File: config.mk
export PLATFORM = sky130hd
export DESIGN_NAME = fp_mul_pipe
export DESIGN_NICKNAME = d
export VERILOG_FILES = /design/src/rtl/fp_mul_pipe.sv
export SDC_FILE = /design/constraint.sdc
export NUM_CORES = 2
export LEC_CHECK = 0
export CAP_MARGIN = 20
export CORE_MARGIN = 4
export CORE_UTILIZATION = 30
export DETAILED_ROUTE_END_ITERATION = 8
export DONT_BUFFER_PORTS = 1
export GPL_TIMING_DRIVEN = 0
export HOLD_SLACK_MARGIN = 0.08
export RECOVER_POWER = 50
export SLEW_MARGIN = 20
export SYNTH_ARGS = -nofsm -noshare
export SYNTH_HDL_FRONTEND = slang
export SYNTH_SLANG_ARGS = --single-unit
File: constraint.sdc
create_clock -name i_clk -period 21.9 [get_ports i_clk]
set_input_delay 1.095 -clock i_clk [delete_from_list [all_inputs] [get_ports i_clk]]
set_output_delay 1.095 -clock i_clk [all_outputs]
set_load 0.1 [all_outputs]
File: src/rtl/fp_mul_pipe.sv
// fp_mul_pipe -- parametrised three-stage floating-point multiplier, RNE rounding.
//
// Stage 1 unpacks and classifies the operands and forms the biased exponent sum.
// Stage 2 forms the full significand product. Stage 3 normalises, rounds, packs
// the result and derives the exception flags. A result appears three cycles
// after its operands are accepted. Every stage advances together whenever the
// output is empty or taken downstream, and holds otherwise.
//
// Build option: define FP_MUL_DENORM_EN to support subnormal operands and results.
// Without it, zero-exponent operands read as signed zero and tiny results flush
// to signed zero with underflow and inexact raised.
//
// Ports
//   i_clk        clock, rising edge
//   i_rst_n      asynchronous active-low reset
//   i_a, i_b     operands {sign, exponent, fraction}
//   i_vld        operands valid
//   o_rdy        operands are accepted this cycle when i_vld is high
//   o_res        product
//   o_res_vld    o_res and the flags are valid
//   i_rdy        downstream takes the result
//   o_overflow   finite result rounded past the largest finite value -> Inf
//   o_underflow  tiny and inexact result
//   o_invalid    NaN operand or Inf * 0
//   o_inexact    rounding discarded non-zero bits
module fp_mul_pipe #(
  parameter int EXP_W = 8,
  parameter int MAN_W = 23,
  parameter int TOT_W = 1 + EXP_W + MAN_W
) (
  input  logic             i_clk,
  input  logic             i_rst_n,
  input  logic [TOT_W-1:0] i_a,
  input  logic [TOT_W-1:0] i_b,
  input  logic             i_vld,
  output logic             o_rdy,
  output logic [TOT_W-1:0] o_res,
  output logic             o_res_vld,
  input  logic             i_rdy,
  output logic             o_overflow,
  output logic             o_underflow,
  output logic             o_invalid,
  output logic             o_inexact
);

  localparam int SIG_W = MAN_W + 1;            // significand incl. hidden bit
  localparam int PW    = 2 * SIG_W;            // full product width
  localparam int E_W   = EXP_W + 2;            // signed exponent sum
  localparam int LZ_W  = $clog2(PW + 1);
  localparam int EN_W  = EXP_W + LZ_W + 2;     // exponent after normalisation

  localparam logic signed [E_W-1:0]  BIAS     = E_W'((2 ** (EXP_W - 1)) - 1);
  localparam logic signed [EN_W-1:0] EMAX     = EN_W'((2 ** EXP_W) - 1);
  localparam logic signed [EN_W-1:0] ONE      = EN_W'(1);
  localparam logic [EXP_W-1:0]       EXP_ONES = '1;

  typedef struct packed {
    logic             sign;
    logic             nan;
    logic             inf;
    logic             zero;
    logic [EXP_W-1:0] exp;
    logic [SIG_W-1:0] sig;
  } op_t;

  function automatic op_t unpack(input logic [TOT_W-1:0] v);
    op_t              o;
    logic [EXP_W-1:0] e;
    logic [MAN_W-1:0] f;
    e      = v[TOT_W-2 -: EXP_W];
    f      = v[MAN_W-1:0];
    o.sign = v[TOT_W-1];
    o.nan  = (e == EXP_ONES) && (f != '0);
    o.inf  = (e == EXP_ONES) && (f == '0);
`ifdef FP_MUL_DENORM_EN
    // Subnormals carry a zero hidden bit and sit at the minimum exponent.
    o.zero = (e == '0) && (f == '0);
    o.exp  = (e == '0) ? EXP_W'(1) : e;
    o.sig  = {(e != '0), f};
`else
    o.zero = (e == '0);
    o.exp  = e;
    o.sig  = {1'b1, f};
`endif
    return o;
  endfunction

  // Leading-zero count; an all-zero vector reports PW.
  function automatic logic [LZ_W-1:0] lzc(input logic [PW-1:0] v);
    logic [LZ_W-1:0] n;
    n = LZ_W'(PW);
    for (int i = 0; i < PW; i++)
      if (v[i]) n = LZ_W'(PW - 1 - i);
    return n;
  endfunction

  // Round-to-nearest-even increment decision.
  function automatic logic rne_up(input logic lsb, input logic guard, input logic sticky);
    return guard & (sticky | lsb);
  endfunction

  // Right shift returning {shifted value, OR of every bit shifted out}.
  function automatic logic [PW:0] shr_sticky(input logic [PW-1:0] v, input logic [LZ_W-1:0] sh);
    logic [PW-1:0] mask;
    mask = ~({PW{1'b1}} << sh);
    return {v >> sh, |(v & mask)};
  endfunction

  logic adv;
  assign adv   = !o_res_vld | i_rdy;
  assign o_rdy = adv;

  // ---- Stage 1: unpack, classify, exponent sum ----
  op_t                   op_a, op_b;
  logic signed [E_W-1:0] e_sum;
  logic                  nan_in, inf_in, zero_in;

  assign op_a    = unpack(i_a);
  assign op_b    = unpack(i_b);
  assign e_sum   = signed'(E_W'(op_a.exp)) + signed'(E_W'(op_b.exp)) - BIAS;
  assign nan_in  = op_a.nan | op_b.nan | (op_a.inf & op_b.zero) | (op_b.inf & op_a.zero);
  assign inf_in  = op_a.inf | op_b.inf;
  assign zero_in = op_a.zero | op_b.zero;

  logic                  vld_p0, sign_p0, nan_p0, inf_p0, zero_p0;
  logic signed [E_W-1:0] e_p0;
  logic [SIG_W-1:0]      sig_a_p0, sig_b_p0;

  // ---- Stage 2: significand product ----
  logic                  vld_p1, sign_p1, nan_p1, inf_p1, zero_p1;
  logic signed [E_W-1:0] e_p1;
  logic [PW-1:0]         prod_p1;

  always_ff @(posedge i_clk) begin
    if (adv) begin
      sign_p0  <= op_a.sign ^ op_b.sign;
      nan_p0   <= nan_in;
      inf_p0   <= inf_in;
      zero_p0  <= zero_in;
      e_p0     <= e_sum;
      sig_a_p0 <= op_a.sig;
      sig_b_p0 <= op_b.sig;
      sign_p1  <= sign_p0;
      nan_p1   <= nan_p0;
      inf_p1   <= inf_p0;
      zero_p1  <= zero_p0;
      e_p1     <= e_p0;
      prod_p1  <= PW'(sig_a_p0) * PW'(sig_b_p0);
    end
  end

  // ---- Stage 3: normalise, round, pack, flags ----
  logic [LZ_W-1:0]        lz;
  logic [PW-1:0]          norm, rnd_in;
  logic signed [EN_W-1:0] e_n, e_f;
  logic                   tiny, lost, guard, sticky, inexact, carry;
  logic [SIG_W-1:0]       sig;
  logic [SIG_W:0]         sig_r;
  logic [TOT_W-1:0]       res_s3;
  logic                   ov_s3, un_s3, inv_s3, inx_s3;
`ifdef FP_MUL_DENORM_EN
  logic signed [EN_W-1:0] sh;
  logic [LZ_W-1:0]        sh_amt;
`endif

  always_comb begin
    // Put the leading one at the top; the top bit is worth 2, hence the +1.
    lz     = lzc(prod_p1);
    norm   = prod_p1 << lz;
    e_n    = EN_W'(e_p1) + ONE - signed'(EN_W'(lz));
    tiny   = e_n < ONE;
    rnd_in = norm;
    lost   = 1'b0;
`ifdef FP_MUL_DENORM_EN
    sh     = '0;
    sh_amt = '0;
    if (tiny) begin
      // Denormalise down to the minimum exponent, keeping shifted-out bits as sticky.
      sh     = ONE - e_n;
      sh_amt = (sh > EN_W'(PW)) ? LZ_W'(PW) : LZ_W'(sh);
      {rnd_in, lost} = shr_sticky(norm, sh_amt);
    end
`endif
    sig     = rnd_in[PW-1 -: SIG_W];
    guard   = rnd_in[MAN_W];
    sticky  = (|rnd_in[MAN_W-1:0]) | lost;
    inexact = guard | sticky;
    sig_r   = {1'b0, sig} + (SIG_W + 1)'(rne_up(sig[0], guard, sticky));
    // Rounding carry-out leaves 10.00..0: bump the exponent, fraction is already zero.
    carry   = (sig_r[SIG_W -: 2] == 2'b10);
    e_f     = carry ? e_n + ONE : e_n;

    res_s3 = '0;
    ov_s3  = 1'b0;
    un_s3  = 1'b0;
    inv_s3 = 1'b0;
    inx_s3 = 1'b0;
    if (nan_p1) begin
      res_s3 = {1'b0, EXP_ONES, 1'b1, (MAN_W - 1)'(0)};
      inv_s3 = 1'b1;
    end else if (inf_p1) begin
      res_s3 = {sign_p1, EXP_ONES, MAN_W'(0)};
    end else if (zero_p1) begin
      res_s3 = {sign_p1, (TOT_W - 1)'(0)};
    end else if (tiny) begin
`ifdef FP_MUL_DENORM_EN
      // A round-up into the hidden position lands on the smallest normal.
      res_s3 = {sign_p1, (EXP_W - 1)'(0), sig_r[MAN_W], sig_r[MAN_W-1:0]};
      un_s3  = inexact;
      inx_s3 = inexact;
`else
      res_s3 = {sign_p1, (TOT_W - 1)'(0)};
      un_s3  = 1'b1;
      inx_s3 = 1'b1;
`endif
    end else if (e_f >= EMAX) begin
      res_s3 = {sign_p1, EXP_ONES, MAN_W'(0)};
      ov_s3  = 1'b1;
      inx_s3 = 1'b1;
    end else begin
      res_s3 = {sign_p1, e_f[EXP_W-1:0], sig_r[MAN_W-1:0]};
      inx_s3 = inexact;
    end
  end

  always_ff @(posedge i_clk or negedge i_rst_n) begin
    if (!i_rst_n) begin
      vld_p0      <= 1'b0;
      vld_p1      <= 1'b0;
      o_res_vld   <= 1'b0;
      o_res       <= '0;
      o_overflow  <= 1'b0;
      o_underflow <= 1'b0;
      o_invalid   <= 1'b0;
      o_inexact   <= 1'b0;
    end else if (adv) begin
      vld_p0      <= i_vld;
      vld_p1      <= vld_p0;
      o_res_vld   <= vld_p1;
      o_res       <= vld_p1 ? res_s3 : '0;
      o_overflow  <= vld_p1 & ov_s3;
      o_underflow <= vld_p1 & un_s3;
      o_invalid   <= vld_p1 & inv_s3;
      o_inexact   <= vld_p1 & inx_s3;
    end
  end

endmodule
## Word-level counts from Yosys, hierarchy flattened

Index checks and enable logic that the tools add are counted.

| word-level totals | value |
|---|---|
| output and inout bits | 38 |
| flip-flop bits (word level) | 161 |

| cells by class | value |
|---|---|
| bitwise operators | 16 |
| reduce and logical (&&, ||, !) cells | 12 |
| $mul | 1 |
| $add $sub $neg | 6 |
| muxes and demuxes | 70 |
| shift-type cells | 1 |
| equality and inequality tests | 3 |
| order comparisons | 2 |

Operators with widths:

| kind | number |
|---|---|
| two-way mux 6 bit | 45 |
| two-way mux 31 bit | 4 |
| two-way mux 32 bit | 2 |
| multiplier 24 x 24 -> 48 bit | 1 |
| left shift 48 x 6 -> 48 bit | 1 |
| zero test 23 bit | 2 |
| nonzero test 23 bit | 2 |
| adder 24 x 1 -> 25 bit | 1 |
| OR reduction 23 bit | 1 |
| equality test 8 bit, second input constant | 2 |
| >= comparator 16 x 9 -> 1 bit, second input constant | 1 |
| zero test 8 bit | 2 |
| two-way mux 16 bit | 1 |
| two-way mux 1 bit | 15 |
| two-way mux 5 bit | 3 |
| adder 12 x 2 -> 13 bit, second input constant | 1 |
| < comparator 12 x 2 -> 1 bit, second input constant | 1 |
| subtractor 11 x 7 -> 12 bit | 1 |
| adder 10 x 2 -> 11 bit, second input constant | 1 |
| subtractor 9 x 7 -> 10 bit, second input constant | 1 |
| adder 8 x 8 -> 9 bit | 1 |
| bitwise OR 1 bit | 8 |
| bitwise AND 1 bit | 7 |
| logical AND 1 bit | 4 |
| other kinds (3) | 3 |

## Logic depth before layout (Yosys ltp)

| logic depth | value |
|---|---|
| depth after elaboration | 62 |
| depth in mapped cells | 32 |
| mapped depth without buffers | 31 |

## Worst setup path before layout

Ideal clock, no wire load.

| timing | value |
|---|---|
| path type | flip-flop to flip-flop |
| start point | register sig_a_p0[13] |
| end point | register prod_p1[46] (data pin) |
| cell stages (with the launch flop) | 28 |
| clock period less this slack | 7.715 ns |
| setup slack | 14.185 ns |
| library setup time | 0.276 ns |
| data arrival time | 7.439 ns |
| required time | 21.624 ns |
| cells stage by stage | edfxtp_1 clkbuf_1 nand2_1 fa_1 inv_1 fa_1 fa_1 inv_1 fa_1 fa_1 inv_1 fa_1 fa_1 ha_1 and3_1 o211ai_1 nor4b_1 o31a_1 nand3_1 a31o_2 o311ai_0 and3_1 o31ai_1 a21boi_0 o21ba_2 a21oi_1 o311ai_0 xor2_1 |

| on the way | value |
|---|---|
| longest elaborated chain between the ends | 1 |

RTL lines:

| item | RTL line | text |
|---|---|---|
| start: declaration | 127 | `logic [SIG_W-1:0] sig_a_p0, sig_b_p0;` |
| start signal: assignment | 141 | `sig_a_p0 <= op_a.sig;` |
| multiplier 24 x 24 -> 48 bit | 148 | `prod_p1 <= PW'(sig_a_p0) * PW'(sig_b_p0);` |
| end signal: assignment | 148 |  |
| end: declaration | 132 | `logic [PW-1:0] prod_p1;` |

No other way between the ends.
A chain may end at the register's enable or synchronous reset.

## Final worst setup path

| timing | value |
|---|---|
| start point | register sig_b_p0[5] |
| end point | register prod_p1[46] (data pin) |

| on the way | value |
|---|---|
| longest elaborated chain between the ends | 1 |

RTL lines:

| item | RTL line | text |
|---|---|---|
| start: declaration | 127 |  |
| start signal: assignment | 142 | `sig_b_p0 <= op_b.sig;` |
| multiplier 24 x 24 -> 48 bit | 148 |  |

No other way between the ends.

==> qor.csv <==
metric;value;unit
outcome;finished, violations left;
violations;capacitance limit, slew limit;
overflow;0;
cp-end-kind;flop;
grt_max_degree;96;
final_layout_size_suffix_gt1_share;4.86;%
rsz0062_at_grt;no;
layout_worst_path_cycle_share;44.0;%
wirelength;111;mm
r2r_start;sig_b_p0[5];
syn_inst;3319;
grt_pass1_vias;25400;
maxCapViolations;2;
die_w;324;um
die_h;324;um
synth_edf_count;122;
antenna_found_initial;2;
nFillCells;10300;
yosysTopAreaCell;fa_1;
dieArea;105000;um^2
cts_setup_buffers;0;
synth_warnings;0;
cts_root_buf;clkbuf_16;
initial_core_util;30.4;%
wl_per_cell;23.9;um
cp_common_cell;fa_1;
syn_to_final_growth;7.57;%
timing.rr.end;prod_p1[46];
critPathSlowestCell;clkbuf_1;
tightest_slew;5.32;ns
antenna_left;0;
dr.pass1.iters;5;
period_minus_slack;9.63;ns
final_common_cell;inv_1;
io_pins;106;
crit_path_max_incr_delay;0.79;ns
hpwl;91.0;mm
cp_num_cells;27;
syn_area_per_cell;9.05;um^2
clkTransAtPathRegs;0.09;ns
cp_max_fo;10;
clkLatencyLatePin;0.49;ns
slew_headroom;-255;%
ctsHoldBuffers;0;
crit_buf_inv;4;
hold_path.class;primary input to asynchronous set/reset pin;
io_buffers;0;
fin_nets;4100;
worstPathArrival;9.82;ns
syn_area;30000;um^2
grt_pass1_wl;167;mm
reg2reg_depth;27;
ys_top_cells_by_area;fa_1 (32%), edfxtp_1 (12%), ha_1 (8.6%), inv_1 (7.3%), nand2_1 (5.9%);
drt_iter0_drc;1951;
ff2ff_setup_slack;12.27;ns
numCtsBuffers;17;
syn-num-nets;4077;
layout_common_cells;inv_1 (584), fa_1 (484), nand2_1 (474), and2_1 (225), ha_1 (206);
setup_tns;0;ns
tritoncts;yes;
cts_resized;0;
core_area;98900;um^2
critPathRequiredTime;22.09;ns
clock_skew;0.0276;ns
cts_sinks;161;
routabilityCongestion;1.00;
viasPerCell;5.28;
async_flop_share;24.2;%
ys.flop_type;edfxtp_1;
drc;0;
vias;24500;
critical-path-top-delay-family;adder cells;
fp-row-count;115;
crit_type;flop to flop;
fmax;104;MHz
finalSetupViolCount;0;
cts_max_level;4;
track_usage;21.0;%
maxSlewViolCount;131;
ys_seq_area_share;15.4;%
hold_viol_final;0;
hold_slack;0.286;ns
crit_path_start_kind;flop;
ys_types;106;
clockBufferDepth;2;
synth_top_area_share;32.3;%
synth_seq_cells;161;
per-stage QoR:
| step | instances | worst slack [ns] | cell area, um^2 | utilization, % |
|---|---|---|---|---|
| floorplan | 3319 | 14.19 | 30000 | - |
| global placement | 4606 | 12.36 | 31600 | 32.0 |
| detailed placement | 4610 | 12.33 | 31700 | 32.1 |
| CTS | 4642 | 12.30 | 32300 | 32.7 |
| global route | 4642 | 11.72 | 32300 | 32.7 |
| finish | 4644 | 12.27 | 32300 | 32.7 |
per-layer routing:
layer	wire length, um	track usage (%)	up-vias
met4	5950	10.0	0
met3	8490	4.41	273
li1	-	-	10800
met5	0	0	-
met1	46600	27.5	12300
met2	49800	33.2	1108
registers in the layout (all words and copies together), names as in the netlist:
register     count
prod_p1         48
o_res           32
sig_a_p0        23
sig_b_p0        23
e_p0            10
e_p1            10
inf_p0           1
inf_p1           1
nan_p0           1
nan_p1           1
o_inexact        1
o_invalid        1
o_overflow       1
o_res_vld        1
o_underflow      1
sign_p0          1
sign_p1          1
vld_p0           1
vld_p1           1
zero_p0          1
zero_p1          1
how the worst max path moves through the flow:
stage	from	slack [ns]	endpoint
floorplan	sig_a_p0[13]	14.19	prod_p1[46]
global placement	sig_b_p0[5]	12.36	prod_p1[46]
detailed placement	sig_b_p0[5]	12.33	prod_p1[46]
CTS	sig_b_p0[5]	12.30	prod_p1[46]
global route	sig_b_p0[5]	11.72	prod_p1[46]
finish	sig_b_p0[5]	12.27	prod_p1[46]
logic make-up after synthesis:
group / count (synthesis) / synth area share [%]
AOI/OAI and AO/OA: 499 / 11.6
DFF: 161 / 15.4
buffers and inverters: 752 / 9.82
muxes: 75 / 2.68
and+or+nand+nor: 1057 / 17.1
xor gates and xnor gates: 85 / 2.48
adders and majority gates: 690 / 40.8
area by class of cell:
cell class / count / area (um^2) / share of cell area [%]
buffer: 164 / 741 / 2.29
tap: 1287 / 1610 / 4.98
timing repair buffer: 4 / 23.8 / 0.0736
sequential: 161 / 4640 / 14.4
clock inverter: 14 / 180 / 0.558
antenna: 2 / 5.00 / 0.0155
multi-input combinational: 2406 / 22500 / 69.6
inverter: 588 / 2210 / 6.84
clock buffer: 18 / 429 / 1.33
cell usage after synthesis (all sizes together), types with 8 or more instances:
cell    instances
mux2i          55
a21o           26
nand2b         16
xnor2          62
a21boi          8
o21ai         103
nor4           35
a21oi         117
fa            484
o21a           11
and2          228
inv           588
and3           18
buf            52
clkbuf        112
a221oi          8
or4             8
edfxtp        122
nor2          121
nand3          53
a31oi          22
o21bai         14
dfrtp          39
a32oi          12
a211o          10
nand4          17
o211ai         24
nor3           53
a22oi           8
ha            206
a211oi         22
mux2           18
nand2         475
o31ai          15
o22ai          18
or3             8
xor2           23
o31a            8
Power is not shown: default switching activity piles up to over one toggle a cycle in this logic, so the estimate is an artifact.
